<file path="src/rtl/pipe_ctrl_pkg.sv">
// Shared types and constants for the pipeline hazard/stall controller.
// Contents:
//   state_t    - controller state: RUN (normal flow) or MD_BUSY (mult/div occupied)
//   MD_LAT_DEF - default mult/div occupancy after issue, in cycles
//   CNT_W_DEF  - default width of the stall/flush statistics counters
//   REG_ZERO   - register number of $0, which never carries a real dependency
package pipe_ctrl_pkg;

    typedef enum logic {
        RUN     = 1'b0,
        MD_BUSY = 1'b1
    } state_t;

    localparam int          MD_LAT_DEF = 8;
    localparam int          CNT_W_DEF  = 16;
    localparam logic [4:0]  REG_ZERO   = 5'd0;

endpackage

</file>
<file path="src/rtl/sat_counter.sv">
// Saturating up-counter used for pipeline event statistics.
// Ports:
//   clk  in  1  clock, rising edge
//   rst  in  1  asynchronous reset, active-high; clears the count
//   inc  in  1  count this cycle
//   q    out W  current count; sticks at all-ones instead of wrapping
module sat_counter #(
    parameter int W = 16
) (
    input  logic         clk,
    input  logic         rst,
    input  logic         inc,
    output logic [W-1:0] q
);

    // Increment only while below the all-ones ceiling so the count never wraps.
    always_ff @(posedge clk or posedge rst) begin
        if (rst) begin
            q <= '0;
        end else if (inc && (q != {W{1'b1}})) begin
            q <= q + 1'b1;
        end
    end

endmodule

</file>
<file path="src/rtl/hazard_stall_ctrl.sv">
// Hazard detection and front-end sequencing for the 5-stage MIPS core.
// Detects load-use and HI/LO (mult/div) hazards, resolves taken-branch flushes,
// and drives the PC / IF-ID enables, the IF/ID flush and the ID/EX bubble select.
// Ports:
//   clk, rst         clock (rising) and async active-high reset
//   id_rs, id_rt     source registers of the instruction in ID
//   id_uses_rt       ID instruction reads Rt
//   id_uses_hilo     ID instruction touches HI/LO (mfhi/mflo/mult/div...)
//   idex_memread     ID/EX holds a load
//   idex_rt          destination of that load
//   ex_branch_taken  branch/jump resolved taken in EX
//   ex_md_start      mult/div issued from EX this cycle
//   pc_write         PC load enable
//   ifid_write       IF/ID load enable
//   ifid_flush       IF/ID clears to NOP on the next edge
//   idex_bubble      zero WB/M/EX controls into ID/EX on the next edge
//   md_busy          mult/div unit occupied
//   stall_cnt        saturating count of stall cycles
//   flush_cnt        saturating count of taken-branch flushes
module hazard_stall_ctrl
    import pipe_ctrl_pkg::*;
#(
    parameter int MD_LAT = MD_LAT_DEF,
    parameter int CNT_W  = CNT_W_DEF
) (
    input  logic             clk,
    input  logic             rst,
    input  logic [4:0]       id_rs,
    input  logic [4:0]       id_rt,
    input  logic             id_uses_rt,
    input  logic             id_uses_hilo,
    input  logic             idex_memread,
    input  logic [4:0]       idex_rt,
    input  logic             ex_branch_taken,
    input  logic             ex_md_start,
    output logic             pc_write,
    output logic             ifid_write,
    output logic             ifid_flush,
    output logic             idex_bubble,
    output logic             md_busy,
    output logic [CNT_W-1:0] stall_cnt,
    output logic [CNT_W-1:0] flush_cnt
);

    localparam int               MC_W    = $clog2(MD_LAT + 1);
    localparam logic [MC_W-1:0]  MD_LOAD = MC_W'(MD_LAT);
    localparam logic [MC_W-1:0]  MC_ONE  = MC_W'(1);

    state_t            state;
    logic [MC_W-1:0]   md_cnt;
    logic              lu_hazard;
    logic              hl_hazard;
    logic              stall;

    // Mult/div occupancy tracker. A new issue while busy restarts the full
    // occupancy; the unit frees on the edge that ends its last busy cycle.
    always_ff @(posedge clk or posedge rst) begin
        if (rst) begin
            state  <= RUN;
            md_cnt <= '0;
        end else begin
            case (state)
                RUN: begin
                    if (ex_md_start) begin
                        state  <= MD_BUSY;
                        md_cnt <= MD_LOAD;
                    end
                end
                MD_BUSY: begin
                    if (ex_md_start) begin
                        md_cnt <= MD_LOAD;
                    end else if (md_cnt == MC_ONE) begin
                        state  <= RUN;
                        md_cnt <= '0;
                    end else begin
                        md_cnt <= md_cnt - 1'b1;
                    end
                end
                default: begin
                    state  <= RUN;
                    md_cnt <= '0;
                end
            endcase
        end
    end

    assign md_busy = (state == MD_BUSY);

    // Hazard terms. $0 is never a real dependency; Rt only matters when read.
    // A taken branch discards the ID instruction, so its hazard is moot.
    always_comb begin
        lu_hazard = idex_memread && (idex_rt != REG_ZERO) &&
                    ((idex_rt == id_rs) || (id_uses_rt && (idex_rt == id_rt)));
        hl_hazard = id_uses_hilo && (ex_md_start || (state == MD_BUSY));
        stall     = (lu_hazard || hl_hazard) && !ex_branch_taken;
    end

    // Front-end controls; branch flush takes priority over a stall.
    always_comb begin
        pc_write    = 1'b1;
        ifid_write  = 1'b1;
        ifid_flush  = 1'b0;
        idex_bubble = 1'b0;
        if (ex_branch_taken) begin
            ifid_flush  = 1'b1;
            idex_bubble = 1'b1;
        end else if (stall) begin
            pc_write    = 1'b0;
            ifid_write  = 1'b0;
            idex_bubble = 1'b1;
        end
    end

    sat_counter #(.W(CNT_W)) u_stall_cnt (
        .clk (clk),
        .rst (rst),
        .inc (stall),
        .q   (stall_cnt)
    );

    sat_counter #(.W(CNT_W)) u_flush_cnt (
        .clk (clk),
        .rst (rst),
        .inc (ex_branch_taken),
        .q   (flush_cnt)
    );

endmodule

</file>
<file path="config.mk">
export PLATFORM = sky130hd
export DESIGN_NAME = hazard_stall_ctrl
export DESIGN_NICKNAME = d
export VERILOG_FILES = /design/src/rtl/pipe_ctrl_pkg.sv /design/src/rtl/sat_counter.sv /design/src/rtl/hazard_stall_ctrl.sv
export SDC_FILE = /design/constraint.sdc
export NUM_CORES = 1
export LEC_CHECK = 0
export BUFFER_PORTS_ARGS = -buffer_cell sky130_fd_sc_hd__buf_2
export CAP_MARGIN = 10
export CORE_MARGIN = 2
export CORE_UTILIZATION = 45
export CTS_CLUSTER_SIZE = 30
export DETAILED_ROUTE_END_ITERATION = 6
export PLACE_DENSITY = 0.76
export SLEW_MARGIN = 20
export SYNTH_ARGS = -nofsm -noshare
export SYNTH_HDL_FRONTEND = slang
export SYNTH_SLANG_ARGS = --single-unit
</file>
<file path="constraint.sdc">
create_clock -name clk -period 2.3 [get_ports clk]
set_input_delay 0.23 -clock clk [delete_from_list [all_inputs] [get_ports clk]]
set_output_delay 0.23 -clock clk [all_outputs]
set_load 0.02 [all_outputs]
</file>
==> impl_metrics.tcl, run 1 <==
set metrics [dict create \
    yosys_warnings 0 \
    start_kind "flip-flop" \
    drv_slew 0 \
    finalHoldViolCount 0 \
    worstSkewPairLatency_ns 0.28 \
    synth.area.top_cells "dfrtp_1 47%, xor2_1 8.5%, xnor2_1 7.1%" \
    drive_above_1_share_pct 30.3 \
    arrival_ns 2.26 \
    setup_viol 0 \
    critPathKind "flip-flop to flip-flop" \
    tritoncts "built" \
    finalCriticalPeriod_ns 2.05 \
    die_w_um 70.1 \
    cpMaxStageDelayCell "dfrtp_1" \
    cts_resized 0 \
    rows 24 \
    ys.flop_type "dfrtp_1" \
    place.gp.congestion 0.807 \
    drc_errors 0 \
    antenna_found_initial 0 \
    grt_pass1_wl_mm 6.71 \
    n_antenna_cell 0 \
    final_cell_count_no_fill 303 \
    setup_tns_ns 0 \
    grt_use_total_pct 17.1 \
    yosysTopAreaCell "dfrtp_1" \
    clkTransAtPathRegs_ns 0.07 \
    drt_iter0_markers 40 \
    floorplan.die.height_um 70.1 \
    post_cts_buffers 0 \
    ys_seq_area_share_pct 47.2 \
    cts.sinks 37 \
    synth_top_cell_area_share_pct 47.2 \
    holdBufCountCts 0 \
    initial_core_util_pct 46.0 \
    ant_nets 0 \
    cp.required_ns 2.51 \
    crit_path_max_fanout 13 \
    grt_pass1_vias 1532 \
    rsz0062_at_grt "false" \
    yosys.cell_count.top_type "dfrtp_1" \
    tightest_slew_ns 0.493 \
    hold_class "input port to async pin" \
    async_flop_share_pct 100 \
    port_buffers 58 \
    synth_edf_count 0 \
    cp-end-kind "flip-flop" \
    dp_cells 296 \
    wl_mm 3.86 \
    ctsRootBufferMaster "clkbuf_8" \
    synth.distinct_cells 35 \
    syn2layout_area_growth_pct 21.5 \
    power.density_nw_per_um2 888 \
    wl_per_cell_um 12.7 \
    dr.pass1.iters 4 \
    gr-total-overflow 0 \
    status "finished, final reports clean" \
    synth_area_um2 1960 \
    clock.fmax_mhz 489 \
    synthesis.nets 215 \
    leakagePower_nw 1.15 \
    vdd_drop_max_v 0.000555 \
    htree_levels 2 \
    layout.nets 277 \
    fin_crit_sh_pct 89.0 \
    grt_max_degree 38 \
    cts-buffers-inserted 5 \
    maxSlewHeadroom_pct 67.0 \
    critPathMaxStageDelay_ns 0.43 \
    io_pins 59 \
    synth_seq_cells 37 \
    path_cells "ha_1, nand4_1, nor4_1, a211oi_1, nand2_1, nor3_1, xor2_1" \
    vias 1570 \
    fillers 392 \
    avgSynthCellArea_um2 10.4 \
    maxCapViolCount 0 \
    via_per_inst 5.18 \
    dp_hpwl_mm 2.98 \
    fin_worst_skew_ns 0.00546 \
    fp.dieArea_um2 4910 \
    core_um2 4260 \
    syn_inst 189 \
    synth_common_cells "37 x dfrtp_1, 19 x xor2_1, 16 x xnor2_1, 14 x nand3_1, 14 x nor2_1" \
    cts_buffer_depth 2 \
]
==> logic make-up after synthesis <==
logic type	after synthesis	share of synthesized area [%]
mux	6	3.44
flops	37	47.2
simple gates	82	23.4
buf+inv	11	2.68
fa+ha+maj	4	2.55
compound gates	14	5.16
xor+xnor	35	15.6
==> per-layer routing <==
layer	routed length (µm)	vias up	share of wire [%]	track usage (%)
met5	0	-	0	0
li1	-	778	-	-
met3	199	6	5.2	4.47
met1	1640	745	43	19.4
met4	57	0	1.5	5.98
met2	1960	41	51	30.8
==> final timing paths <==
kind	startpoint	to	slack [ns]	cells after the start
min in group clk	ex_md_start	md_cnt[0]	0.18	2
setup reg to reg	u_stall_cnt.q[0]	u_stall_cnt.q[15]	0.25	7
max in group asynchronous	rst	u_stall_cnt.q[10]	1.93	3
setup / recovery	u_stall_cnt.q[0]	u_stall_cnt.q[15]	0.25	7
hold / removal	rst	u_flush_cnt.q[12]	0.04	3
hold reg to reg	u_flush_cnt.q[15]	u_flush_cnt.q[15]	0.49	1
==> metrics by stage <==
stage          cell area [µm²]  hold slack (ns)  utilization (%)  worst slack [ns]  power [mW]
6_report                  2390           0.0371             56.0             0.253        2.12
5_1_grt                   2390           0.0915             56.0            0.0299        2.27
4_1_cts                   2390           0.0546             56.0             0.219        2.15
3_5_place_dp              2300            0.368             53.9             0.212        1.69
3_3_place_gp              2300            0.364             53.9             0.256        1.66
2_1_floorplan             1960            0.296                -             0.417        1.45
==> cell type report <==
type                    instances  area (µm²)  area share (%)
inverters                       7        26.3            1.10
repair buffers                 59         298            12.5
clock buffers                   7        86.3            3.62
flip-flops and latches         37         926            38.8
multi-input cells             141         985            41.3
well taps                      52        65.1            2.73
==> placed cells by master, fill, tap and decap left out, types with 2 or more instances in the layout <==
master    instances
and4_1            2
buf_2            58
ha_1              4
nor2_1           14
nand3_1          14
nor3_1            5
a211oi_1          2
and2_0            2
mux2_2            3
xor2_1           19
inv_1             7
nand2b_1          4
dfrtp_1          37
clkbuf_8          6
nand4_1           9
nand2_1          13
or2_2             2
nor2b_1           2
nor3_2            3
o21a_1            4
mux2_1            3
o21ai_0           3
and3_1            4
nor4_1            3
xnor2_1          16
==> registers in the layout, indices dropped and copies added, names as in the netlist <==
| name | flops |
|---|---|
| md_cnt | 4 |
| u_stall_cnt.q | 16 |
| u_flush_cnt.q | 16 |
| md_busy | 1 |
==> critical path: cells and delay by family (launching register included) <==
family | cells | cell delay [ns]
DFF | 1 | 0.43
xor gates and xnor gates | 1 | 0.17
adders and majority gates | 1 | 0.25
AOI/OAI and AO/OA | 1 | 0.25
and+or+nand+nor | 4 | 0.87
==> power breakdown <==
group | switching, mW | internal, mW
Sequential | 0.180 | 0.800
Combinational | 0.395 | 0.293
Clock | 0.214 | 0.238
Power figures use the tool's default switching activity.
==> run 2, diff against run 1 <==
--- a/config.mk
+++ b/config.mk
@@ -6,12 +6,14 @@
 export NUM_CORES = 1
 export LEC_CHECK = 0
 export BUFFER_PORTS_ARGS = -buffer_cell sky130_fd_sc_hd__buf_2
-export CAP_MARGIN = 10
+export CELL_PAD_IN_SITES_DETAIL_PLACEMENT = 0
+export CELL_PAD_IN_SITES_GLOBAL_PLACEMENT = 1
 export CORE_MARGIN = 2
-export CORE_UTILIZATION = 45
+export CORE_UTILIZATION = 39
 export CTS_CLUSTER_SIZE = 30
 export DETAILED_ROUTE_END_ITERATION = 6
-export PLACE_DENSITY = 0.76
+export PLACE_DENSITY = 0.85
+export REMOVE_ABC_BUFFERS = 1
 export SLEW_MARGIN = 20
 export SYNTH_ARGS = -nofsm -noshare
 export SYNTH_HDL_FRONTEND = slang
==> run 2 against run 1 <==
Fmax rose by 5.9%. Sequential share of layout area down 0.89 points. First-iteration DRC count down 38%. Power is 6.5% higher. Register-to-register slack better by 0.11 ns. Critical path depth rose by 1. Clock skew rose by 0.0025 ns. Flip-flop and latch count unchanged. Global-route usage down 1.4 points. Die area grew 14%. Clock power up 29%. Critical endpoint unchanged. Highest routed layer unchanged.
==> impl_metrics.tcl, run 2 (synthesis gave the netlist of run 1 again) <==
set metrics [dict create \
    status "finished, final reports clean" \
    finalCriticalPeriod_ns 1.93 \
    grt_max_degree 38 \
    drc_errors 0 \
    critPathKind "flip-flop to flip-flop" \
    dp_cells 312 \
    rsz0062_at_grt "false" \
    cts_resized 0 \
    stdcell_area_um2 2440 \
    tritoncts "built" \
    initial_core_util_pct 41.0 \
    vdd_drop_max_v 0.000588 \
    power.density_nw_per_um2 924 \
    final_cell_count_no_fill 320 \
    via_per_inst 4.90 \
    fin_worst_skew_ns 0.00800 \
    cts_buffer_depth 2 \
    cp.required_ns 2.52 \
    tightest_slew_ns 0.486 \
    core_um2 4790 \
    cp-end-kind "flip-flop" \
    drt_iter0_markers 25 \
    maxSlewHeadroom_pct 67.6 \
    cpMaxStageDelayCell "dfrtp_1" \
    layout_commonest_cell "buf_2" \
    clock.fmax_mhz 517 \
    fin_hold_ws_ns 0.0391 \
    leakagePower_nw 1.17 \
    place.gp.congestion 0.753 \
    post_cts_buffers 0 \
    grt_use_total_pct 15.7 \
    arrival_ns 2.15 \
    worstSkewPairLatency_ns 0.29 \
    hold_class "input port to async pin" \
    antenna_found_initial 0 \
    top_regs "u_flush_cnt.q x16, u_stall_cnt.q x16, md_cnt x4" \
    die_w_um 75.0 \
    drive_above_1_share_pct 30.8 \
    htree_levels 2 \
    final_cell_mix "58 x buf_2, 37 x dfrtp_1, 19 x xor2_1, 16 x xnor2_1" \
    start_kind "flip-flop" \
    port_buffers 58 \
    critPathMaxStageDelay_ns 0.42 \
    fp.dieArea_um2 5620 \
    rows 25 \
    totalPowerFinal_mw 2.26 \
    path_cells "ha_1, nand4_1, nor4_1, a211oi_1, nand2_1, buf_4, nor3_1, xor2_1" \
    dr.pass1.iters 4 \
    n_antenna_cell 0 \
    rrSetupSlack_ns 0.37 \
    cts.sinks 37 \
    wl_mm 3.93 \
    ctsRootBufferMaster "clkbuf_8" \
    holdBufCountCts 0 \
    gr-total-overflow 0 \
    layout.nets 278 \
    drv_slew 0 \
    dp_hpwl_mm 2.93 \
    cts-buffers-inserted 5 \
    clkTransAtPathRegs_ns 0.07 \
    grt_pass1_wl_mm 6.65 \
    fin_crit_sh_pct 84.0 \
    io_pins 59 \
    place_area_um2 2330 \
    vias 1568 \
    ant_nets 0 \
    grt_pass1_vias 1515 \
    maxCapViolCount 0 \
    setup_viol 0 \
    finalHoldViolCount 0 \
    syn2layout_area_growth_pct 24.4 \
    crit_path_max_fanout 11 \
    setup_tns_ns 0 \
    floorplan.die.height_um 75.0 \
    wl_per_cell_um 12.3 \
]
## run 2: changes by cell type in the layout (fill, tap and decap cells not counted)
cell,delta
buf_4,+1
bufinv_16,+1
## run 2: final cells by class
cell class	instances	area, µm²
Clock inverter	1	30.0
Tap cell	67	83.8
Sequential cell	37	926
Clock buffer	7	86.3
Inverter	7	26.3
Fill cell	446	2340
Multi-Input combinational cell	141	985
Timing Repair Buffer	60	305
## run 2: final timing paths
kind,from,end,depth (start not counted)
max in group asynchronous,rst,u_stall_cnt.q[1],3
min in group clk,ex_md_start,md_cnt[1],2
worst max-delay path,u_stall_cnt.q[0],u_stall_cnt.q[15],8
worst max register to register,u_stall_cnt.q[0],u_stall_cnt.q[15],8
worst min register to register,u_flush_cnt.q[12],u_flush_cnt.q[12],1
worst min-delay path,rst,u_flush_cnt.q[11],3
## run 2: where the power goes
part	total (mW)	switching, mW	internal (mW)
Clock	0.584	0.230	0.354
Combinational	0.697	0.400	0.297
Sequential	0.975	0.175	0.800
## run 2: per-layer routing
layer  part of all wire [%]  track usage [%]
met4                    1.4             5.36
met1                     45             19.6
met5                      0                0
met3                    6.9             5.89
met2                     47             25.0
## run 2: critical path, delay by kind of cell, from the launching register on
family,cells,cell delay (ns)
and+or+nand+nor,4,0.56
buffers and inverters,1,0.21
adders and majority gates,1,0.24
xor gates and xnor gates,1,0.16
AOI/OAI and AO/OA,1,0.27
DFF,1,0.42
## run 2: per-stage QoR
step           worst slack [ns]  util (%)
5_1_grt                   0.190      51.0
2_1_floorplan             0.366         -
6_report                  0.367      51.0
3_5_place_dp              0.322      48.6
4_1_cts                   0.368      51.0
3_3_place_gp              0.384      48.6
